$ cat src/rtl/axi_mem_txn_limiter.sv
// AXI4 outstanding-transaction limiter between the core memory master and the address mapper.
// It caps outstanding read/write bursts, holds W beats until their AW has been accepted,
// and offers a drain/quiesce handshake. All channels are otherwise combinational pass-through.
//
// Ports:
//   uncoreclk, uncorersts         : clock, synchronous active-high reset
//   s_axi_*                       : slave port toward the core (AW, W, B, AR, R)
//   m_axi_*                       : master port toward the address mapper (mirror of s_axi_*)
//   drain_req                     : level request to stop issuing new AR/AW
//   drain_done                    : draining and nothing outstanding
//   rd_outstanding/wr_outstanding : outstanding read/write burst counts
//   rd_stall_cycles/wr_stall_cycles (AXI_MEM_TXN_LIMITER_STATS_EN only) : saturating counts of
//                                   cycles a valid AR/AW was held back by the limit
//
// Optional feature macro: AXI_MEM_TXN_LIMITER_STATS_EN
module axi_mem_txn_limiter #(
  parameter int unsigned ADDR_W = 32,
  parameter int unsigned DATA_W = 64,
  parameter int unsigned ID_W   = 1,
  parameter int unsigned MAX_RD = 8,
  parameter int unsigned MAX_WR = 8
) (
  input  logic                uncoreclk,
  input  logic                uncorersts,
  // AW core side
  input  logic                s_axi_awvalid,
  output logic                s_axi_awready,
  input  logic [ADDR_W-1:0]   s_axi_awaddr,
  input  logic [ID_W-1:0]     s_axi_awid,
  input  logic [7:0]          s_axi_awlen,
  input  logic [2:0]          s_axi_awsize,
  input  logic [1:0]          s_axi_awburst,
  input  logic                s_axi_awlock,
  input  logic [3:0]          s_axi_awcache,
  input  logic [2:0]          s_axi_awprot,
  input  logic [3:0]          s_axi_awqos,
  // W core side
  input  logic                s_axi_wvalid,
  output logic                s_axi_wready,
  input  logic [DATA_W-1:0]   s_axi_wdata,
  input  logic [DATA_W/8-1:0] s_axi_wstrb,
  input  logic                s_axi_wlast,
  // B core side
  output logic                s_axi_bvalid,
  input  logic                s_axi_bready,
  output logic [ID_W-1:0]     s_axi_bid,
  output logic [1:0]          s_axi_bresp,
  // AR core side
  input  logic                s_axi_arvalid,
  output logic                s_axi_arready,
  input  logic [ADDR_W-1:0]   s_axi_araddr,
  input  logic [ID_W-1:0]     s_axi_arid,
  input  logic [7:0]          s_axi_arlen,
  input  logic [2:0]          s_axi_arsize,
  input  logic [1:0]          s_axi_arburst,
  input  logic                s_axi_arlock,
  input  logic [3:0]          s_axi_arcache,
  input  logic [2:0]          s_axi_arprot,
  input  logic [3:0]          s_axi_arqos,
  // R core side
  output logic                s_axi_rvalid,
  input  logic                s_axi_rready,
  output logic [DATA_W-1:0]   s_axi_rdata,
  output logic [ID_W-1:0]     s_axi_rid,
  output logic [1:0]          s_axi_rresp,
  output logic                s_axi_rlast,
  // AW mapper side
  output logic                m_axi_awvalid,
  input  logic                m_axi_awready,
  output logic [ADDR_W-1:0]   m_axi_awaddr,
  output logic [ID_W-1:0]     m_axi_awid,
  output logic [7:0]          m_axi_awlen,
  output logic [2:0]          m_axi_awsize,
  output logic [1:0]          m_axi_awburst,
  output logic                m_axi_awlock,
  output logic [3:0]          m_axi_awcache,
  output logic [2:0]          m_axi_awprot,
  output logic [3:0]          m_axi_awqos,
  // W mapper side
  output logic                m_axi_wvalid,
  input  logic                m_axi_wready,
  output logic [DATA_W-1:0]   m_axi_wdata,
  output logic [DATA_W/8-1:0] m_axi_wstrb,
  output logic                m_axi_wlast,
  // B mapper side
  input  logic                m_axi_bvalid,
  output logic                m_axi_bready,
  input  logic [ID_W-1:0]     m_axi_bid,
  input  logic [1:0]          m_axi_bresp,
  // AR mapper side
  output logic                m_axi_arvalid,
  input  logic                m_axi_arready,
  output logic [ADDR_W-1:0]   m_axi_araddr,
  output logic [ID_W-1:0]     m_axi_arid,
  output logic [7:0]          m_axi_arlen,
  output logic [2:0]          m_axi_arsize,
  output logic [1:0]          m_axi_arburst,
  output logic                m_axi_arlock,
  output logic [3:0]          m_axi_arcache,
  output logic [2:0]          m_axi_arprot,
  output logic [3:0]          m_axi_arqos,
  // R mapper side
  input  logic                m_axi_rvalid,
  output logic                m_axi_rready,
  input  logic [DATA_W-1:0]   m_axi_rdata,
  input  logic [ID_W-1:0]     m_axi_rid,
  input  logic [1:0]          m_axi_rresp,
  input  logic                m_axi_rlast,
  // Control and status
  input  logic                drain_req,
  output logic                drain_done,
`ifdef AXI_MEM_TXN_LIMITER_STATS_EN
  output logic [31:0]         rd_stall_cycles,
  output logic [31:0]         wr_stall_cycles,
`endif
  output logic [7:0]          rd_outstanding,
  output logic [7:0]          wr_outstanding
);

  typedef enum logic [1:0] {StRun, StDrain, StIdle} state_e;

  state_e     state_q;
  logic       drain_done_q;
  logic [7:0] rd_out_q, rd_out_d;
  logic [7:0] wr_out_q, wr_out_d;
  logic [7:0] w_pend_q, w_pend_d;

  logic ar_ok, aw_ok, w_ok, rd_room, wr_room;
  logic ar_fire, r_last_fire, aw_fire, b_fire, w_last_fire;

  // Decrement at zero is a protocol violation; hold zero rather than wrap.
  function automatic logic [7:0] upd_cnt(logic [7:0] cnt, logic inc, logic dec);
    logic [7:0] res;
    res = cnt;
    if (inc && !dec) begin
      res = cnt + 8'd1;
    end else if (dec && !inc && cnt != 8'd0) begin
      res = cnt - 8'd1;
    end
    return res;
  endfunction

  // Gates depend only on registered state, so no valid->ready combinational loop.
  assign rd_room = rd_out_q < 8'(MAX_RD);
  assign wr_room = (wr_out_q < 8'(MAX_WR)) && (w_pend_q < 8'(MAX_WR));
  assign ar_ok   = rd_room && (state_q == StRun);
  assign aw_ok   = wr_room && (state_q == StRun);
  assign w_ok    = w_pend_q != 8'd0;

  assign m_axi_arvalid = s_axi_arvalid & ar_ok;
  assign s_axi_arready = m_axi_arready & ar_ok;
  assign m_axi_awvalid = s_axi_awvalid & aw_ok;
  assign s_axi_awready = m_axi_awready & aw_ok;
  assign m_axi_wvalid  = s_axi_wvalid & w_ok;
  assign s_axi_wready  = m_axi_wready & w_ok;

  // Payloads and response channels pass straight through.
  assign m_axi_awaddr  = s_axi_awaddr;
  assign m_axi_awid    = s_axi_awid;
  assign m_axi_awlen   = s_axi_awlen;
  assign m_axi_awsize  = s_axi_awsize;
  assign m_axi_awburst = s_axi_awburst;
  assign m_axi_awlock  = s_axi_awlock;
  assign m_axi_awcache = s_axi_awcache;
  assign m_axi_awprot  = s_axi_awprot;
  assign m_axi_awqos   = s_axi_awqos;
  assign m_axi_wdata   = s_axi_wdata;
  assign m_axi_wstrb   = s_axi_wstrb;
  assign m_axi_wlast   = s_axi_wlast;
  assign s_axi_bvalid  = m_axi_bvalid;
  assign m_axi_bready  = s_axi_bready;
  assign s_axi_bid     = m_axi_bid;
  assign s_axi_bresp   = m_axi_bresp;
  assign m_axi_araddr  = s_axi_araddr;
  assign m_axi_arid    = s_axi_arid;
  assign m_axi_arlen   = s_axi_arlen;
  assign m_axi_arsize  = s_axi_arsize;
  assign m_axi_arburst = s_axi_arburst;
  assign m_axi_arlock  = s_axi_arlock;
  assign m_axi_arcache = s_axi_arcache;
  assign m_axi_arprot  = s_axi_arprot;
  assign m_axi_arqos   = s_axi_arqos;
  assign s_axi_rvalid  = m_axi_rvalid;
  assign m_axi_rready  = s_axi_rready;
  assign s_axi_rdata   = m_axi_rdata;
  assign s_axi_rid     = m_axi_rid;
  assign s_axi_rresp   = m_axi_rresp;
  assign s_axi_rlast   = m_axi_rlast;

  assign ar_fire     = m_axi_arvalid & m_axi_arready;
  assign r_last_fire = m_axi_rvalid & s_axi_rready & m_axi_rlast;
  assign aw_fire     = m_axi_awvalid & m_axi_awready;
  assign b_fire      = m_axi_bvalid & s_axi_bready;
  assign w_last_fire = m_axi_wvalid & m_axi_wready & s_axi_wlast;

  always_comb begin
    rd_out_d = upd_cnt(rd_out_q, ar_fire, r_last_fire);
    wr_out_d = upd_cnt(wr_out_q, aw_fire, b_fire);
    w_pend_d = upd_cnt(w_pend_q, aw_fire, w_last_fire);
  end

  always_ff @(posedge uncoreclk) begin
    if (uncorersts) begin
      rd_out_q <= 8'd0;
      wr_out_q <= 8'd0;
      w_pend_q <= 8'd0;
    end else begin
      rd_out_q <= rd_out_d;
      wr_out_q <= wr_out_d;
      w_pend_q <= w_pend_d;
    end
  end

  // Idle is judged on next-state counts so drain_done rises the cycle after the last completion.
  always_ff @(posedge uncoreclk) begin
    if (uncorersts) begin
      state_q      <= StRun;
      drain_done_q <= 1'b0;
    end else begin
      unique case (state_q)
        StRun: begin
          if (drain_req) state_q <= StDrain;
        end
        StDrain: begin
          if (!drain_req) begin
            state_q <= StRun;
          end else if (rd_out_d == 8'd0 && wr_out_d == 8'd0 && w_pend_d == 8'd0) begin
            state_q      <= StIdle;
            drain_done_q <= 1'b1;
          end
        end
        StIdle: begin
          if (!drain_req) begin
            state_q      <= StRun;
            drain_done_q <= 1'b0;
          end
        end
        default: begin
          state_q      <= StRun;
          drain_done_q <= 1'b0;
        end
      endcase
    end
  end

  assign drain_done     = drain_done_q;
  assign rd_outstanding = rd_out_q;
  assign wr_outstanding = wr_out_q;

`ifdef AXI_MEM_TXN_LIMITER_STATS_EN
  logic [31:0] rd_stall_q, wr_stall_q;
  logic        rd_limit_block, wr_limit_block;

  // Only limit stalls count; cycles blocked by drain are excluded.
  assign rd_limit_block = s_axi_arvalid && (state_q == StRun) && !rd_room;
  assign wr_limit_block = s_axi_awvalid && (state_q == StRun) && !wr_room;

  always_ff @(posedge uncoreclk) begin
    if (uncorersts) begin
      rd_stall_q <= 32'd0;
      wr_stall_q <= 32'd0;
    end else begin
      if (rd_limit_block && rd_stall_q != 32'hFFFF_FFFF) rd_stall_q <= rd_stall_q + 32'd1;
      if (wr_limit_block && wr_stall_q != 32'hFFFF_FFFF) wr_stall_q <= wr_stall_q + 32'd1;
    end
  end

  assign rd_stall_cycles = rd_stall_q;
  assign wr_stall_cycles = wr_stall_q;
`endif

endmodule
$ cat config.mk
export PLATFORM = sky130hd
export DESIGN_NAME = axi_mem_txn_limiter
export DESIGN_NICKNAME = d
export VERILOG_FILES = /design/src/rtl/axi_mem_txn_limiter.sv
export SDC_FILE = /design/constraint.sdc
export NUM_CORES = 1
export LEC_CHECK = 0
export BUFFER_PORTS_ARGS = -buffer_cell sky130_fd_sc_hd__buf_2
export CAP_MARGIN = 20
export CORE_AREA = 2 2 216 218
export CTS_BUF_LIST = sky130_fd_sc_hd__clkbuf_4 sky130_fd_sc_hd__clkbuf_8
export DETAILED_ROUTE_END_ITERATION = 6
export DIE_AREA = 0 0 218 220
export PLACE_DENSITY = 0.39
export SLEW_MARGIN = 0
export SYNTH_ARGS = -nofsm -noshare
export SYNTH_HDL_FRONTEND = slang
export SYNTH_SLANG_ARGS = --single-unit
$ cat constraint.sdc
create_clock -name uncoreclk -period 6.1 [get_ports uncoreclk]
set_input_delay 0.915 -clock uncoreclk [delete_from_list [all_inputs] [get_ports uncoreclk]]
set_output_delay 0.915 -clock uncoreclk [all_outputs]
set_load 0.1 [all_outputs]
* Yosys cells after proc, flatten, opt, wreduce, memory -nomap -nowiden *
Cells that the tools add are included.

storage, ports and cells
  register bits = 27
  input bits = 273
  output and inout port bits = 287
  word-level logic and storage cells = 78

operators by class
  add/subtract/negate cells = 6
  magnitude comparators = 3
  eq/ne operators = 7
  multiplexer cells = 15
  bitwise operators = 14
  reduce and logical (&&, ||, !) cells = 28

operators with widths
  cell                 count
  $mux 8               6
  $add 8x1->8 const B  3
  $logic_not 8->1      3
  $lt 8x4->1 const B   3
  $reduce_bool 8->1    3
  $sub 8x1->8 const B  3
  $logic_and 1x1->1    14
  $and 1x1->1          13
  $mux 2               4
  $ne 2x2->1 const B   4
  $pmux 2 s3           1
  $logic_not 1->1      5
  $reduce_and 4->1     1
  $mux 1               3
  $ne 3x3->1 const B   1
  $pmux 1 s3           1
  $reduce_and 3->1     1
  $eq 2x1->1 const B   1
  $eq 2x2->1 const B   1
  $logic_not 2->1      1
  $not 1->1            1

* Depth between registers and ports, before layout *
  word-level depth = 16
  gate-level depth with buffers = 9
  depth with buffers taken out = 9

* Worst setup path before layout *
OpenSTA, ideal clock, no wires.

  kind = reg-to-output
  from = reg rd_out_q[5] (netlist: rd_outstanding[5])
  to = out m_axi_arvalid
  arrival time = 2.301 ns
  required time = 5.185 ns
  slack = 2.884 ns
  cell stages (with the launch flop) = 4
  buffers on the path = 0
  cell sequence = dfxtp_1 -> or4_1 -> nor2_2 -> and3_1

between the ends
  cells in the longest elaborated chain, start to end = 3

RTL lines
  what                      RTL line  source
  start: declaration        124       logic [7:0] rd_out_q, rd_out_d;
  start signal: assignment  208       rd_out_q <= rd_out_d;
  $lt 8x4->1                144       assign rd_room = rd_out_q < 8'(MAX_RD);
  $logic_and 1x1->1         146       assign ar_ok = rd_room && (state_q == StRun);
  $and 1x1->1               150       assign m_axi_arvalid = s_axi_arvalid & ar_ok;
  end: declaration          91        output logic m_axi_arvalid,

No other way between the ends.

* Final worst setup path *
  from = reg state_q[0]
  to = out m_axi_awvalid

between the ends
  cells in the longest elaborated chain, start to end = 3

RTL lines
  what                      RTL line  source
  start: declaration        122       state_e state_q;
  start signal: assignment  217       state_q <= StRun;
  start signal: assignment  222       if (drain_req) state_q <= StDrain;
  start signal: assignment  226       state_q <= StRun;
  $logic_not 2->1           147       assign aw_ok = wr_room && (state_q == StRun);
  $logic_and 1x1->1         147
  $and 1x1->1               152       assign m_axi_awvalid = s_axi_awvalid & aw_ok;
  end: declaration          68        output logic m_axi_awvalid,

No other way between the ends.

==> reports/qor.csv <==
stage;metric;value;unit
outcome;status;finished, final reports clean;
worst_hold_path;Worst Hold Launch;drain_done$_SDFFE_PP0P_;
worst_hold_path;worst hold path depth;2;
setup_path;R2R Path Start;rd_outstanding[0]$_SDFF_PP0_;
layout;Area Overhead vs Synth;-25.1;%
yosys;area leader, netlist;buf_4;
routing;WL per Instance;13.9;um
clock_network;post_cts resized;0;
global_route;first-pass GRT wire length;17.0;mm
timing;setup violators final;0;
clock_network;Reg clk slew, reported paths;0.10;ns
floorplanning;core area;45900;um^2
yosys;Mapped Cells;508;
global_route;number of antenna violations at the first check in global routing;1;
setup_path;worst r2r dst;drain_done$_SDFFE_PP0P_;
setup_path;Setup crit start;state_q[0]$_SDFFE_PP0P_;
setup_path;crit path capture type;output pin;
clock_network;cts-stage hold buffer count;0;
routing;Vias;2420;
timing;final-report hold violation count;0;
place;Placement Cell Area;2890;um^2
yosys;asr flop ratio synth;0;
floorplanning;Die Y;220;um
global_route;vias in the first global route;2450;
setup_path;Worst Path Max Fanout;6;
setup_path;Required @ worst endpoint;5.18;ns
yosys;number of enable flip-flop cells after synthesis;0;
power;Pleak;0.000920;uW
power;part of the power in registers;0.233;
yosys;Post-synth top cells;buf_4, nor2_1, dfxtp_1;
worst_hold_path;worst min path class;reg2reg;
floorplanning;I/O Pins;560;
setup_path;Data arrival, critical path;2.22;ns
setup_path;r2r setup slk;3.17;ns
setup_path;crit start category;flip-flop;
power;reported net switching power;658;uW
global_route;grt ovf;0;
clock_network;CTS Sinks;27;
timing;crit path time final;3.13;ns
global_route;pin count of the biggest net entering global routing;28;
layout;fraction of layout cells with a size suffix above 1;0.249;
clock_network;Clock Tree Buf Depth;2;
timing;post-route clock period utilization;0.514;
global_route;Total Routing Usage GR;0.0488;
yosys;mapped cell area;3930;um^2
timing;RSZ-0062 raised after global routing;false;
routing;Antenna Nets Post-Route;0;
clock_network;Clock Latency Late Sink;0.28;ns
yosys;ys flop type;dfxtp_1;
routing;WL final;12.4;mm
timing;final number of max-transition violations;0;
power;VDD IR-drop max;0.000122;V
floorplanning;initial core utilization;0.0856;
floorplanning;die area;48000;um^2
yosys;flops & latches, synth;27;
timing;Slew HR;0.525;
yosys;post-synth net total;788;
timing;hold slack;0.481;ns
power;Clk network pwr share;0.095;
routing;TritonRoute pass-1 iters;5;
place;IO Port Bufs;43;
power;PwrDens;378;nW/um^2
routing;DRC viols;0;
power;switch share;0.593;
floorplanning;FP Rows;79;
setup_path;worst r2r path cells;9;
layout;Finished Cell Area;2940;um^2
floorplanning;die width;218;um
place;Final GP Congestion;0.695;
yosys;top-count cell post-synth;buf_4;
yosys;leading post-synthesis cells by cell area;buf_4, dfxtp_1, nor2_1;
clock_network;H-tree levels;1;
setup_path;WS Path Type;reg2out;
timing;maximum clock frequency;319;MHz
timing;clock skew;0.00267;ns
yosys;sequential area share after synthesis;0.138;
place;dpl hpwl;10.2;mm
job;maxcap violations;0;
layout;nets;566;
routing;via/cell ratio;2.71;
routing;Initial DRC Count;129;
worst_hold_path;Hold EP;drain_done$_SDFFE_PP0P_;
yosys;syn avg cell area;7.73;um^2
yosys;Yosys top cell area share;0.505;
clock_network;Post-CTS Setup Bufs;0;
clock_network;TritonCTS Buffers;3;
clock_network;Root Buffer Master;clkbuf_8;
power;Internal Dissipation;452;uW
power;part of the power in combinational logic;0.672;
timing;TNS Setup;0;ns
yosys;yosys warns;0;
timing;Least-Margin Pin Slew;0.707;ns
yosys;Netlist cell types;60;
layout;Post-Route Utilization;0.0641;
clock_network;clock tree from TritonCTS;built;
==> final cells by class <==
class | instances | area, um^2
timing repair buffer | 44 | 223
sequential | 27 | 541
inverter | 10 | 37.5
antenna | 1 | 2.50
multi-input combinational | 200 | 1330
fill | 5486 | 42900
clock inverter | 1 | 5.00
tap | 607 | 759
clock buffer | 3 | 41.3
==> cell families after synthesis <==
logic type	share of synthesized area
AOI/OAI and AO/OA	0.0889
xor gates and xnor gates	0.0245
adders and majority gates	0.0223
buffers and inverters	0.523
DFF	0.138
muxes	0.0108
and+or+nand+nor	0.192
==> state kept, by name, indices dropped and copies added (netlist names) <==
register        count
rd_outstanding      8
w_pend_q            8
wr_outstanding      8
state_q             2
drain_done          1
==> cell usage in the layout, fill, tap and decap left out, types with 3 or more instances in the layout <==
master,synthesis,routed
o21ai_0,13,13
inv_1,10,10
clkbuf_8,0,3
or4_1,4,4
nand4_1,7,7
and2_1,4,4
o211ai_1,5,5
and4_1,3,3
buf_2,0,43
a21oi_1,13,13
nand2_1,16,16
nor2_1,29,29
xor2_1,3,3
dfxtp_1,27,27
nor3_1,10,10
nor4_2,3,3
nor3b_1,3,3
ha_1,7,7
and3_1,3,3
xnor2_1,8,8
nand3_1,15,15
nor2b_1,5,5
nor4_1,3,3
==> worst max-delay path: stages, from the launching register on <==
cell	delay, ns
dfxtp_1	0.43
nor4_2	0.53
and2_1	0.24
and4_1	0.28
buf_2	0.46
==> per-stage QoR <==
step,setup WS (ns),std cells,power [uW]
after floorplan,2.88,508,1650
after global placement,2.96,888,1020
after detailed placement,2.94,888,1020
after CTS,2.88,892,1130
after global routing,2.80,892,1200
final,2.97,893,1110
==> power by group through the flow <==
stage	logic (uW)	clock network, uW	registers (uW)
finish	746	106	259
global route	811	119	267
CTS	758	111	260
detailed placement	756	0	264
global placement	753	0	265
floorplan	1280	0	369
==> routing by layer <==
| metal | track usage | vias to the layer above | routed length [um] |
|---|---|---|---|
| met1 | 0.0424 | 1043 | 3840 |
| met3 | 0.0287 | 156 | 1750 |
| met5 | 0 | - | 0 |
| li1 | - | 990 | - |
| met4 | 0.0556 | 0 | 1450 |
| met2 | 0.0743 | 231 | 5360 |
==> worst max-delay path by stage <==
| stage | end | slack, ns |
|---|---|---|
| final | m_axi_awvalid | 2.97 |
| after global routing | s_axi_awready | 2.80 |
| after CTS | s_axi_awready | 2.88 |
| after detailed placement | state_q[0]$_SDFFE_PP0P_ | 2.94 |
| after global placement | drain_done$_SDFFE_PP0P_ | 2.96 |
| after floorplan | m_axi_arvalid | 2.88 |
(Power assumes the default switching activity.)
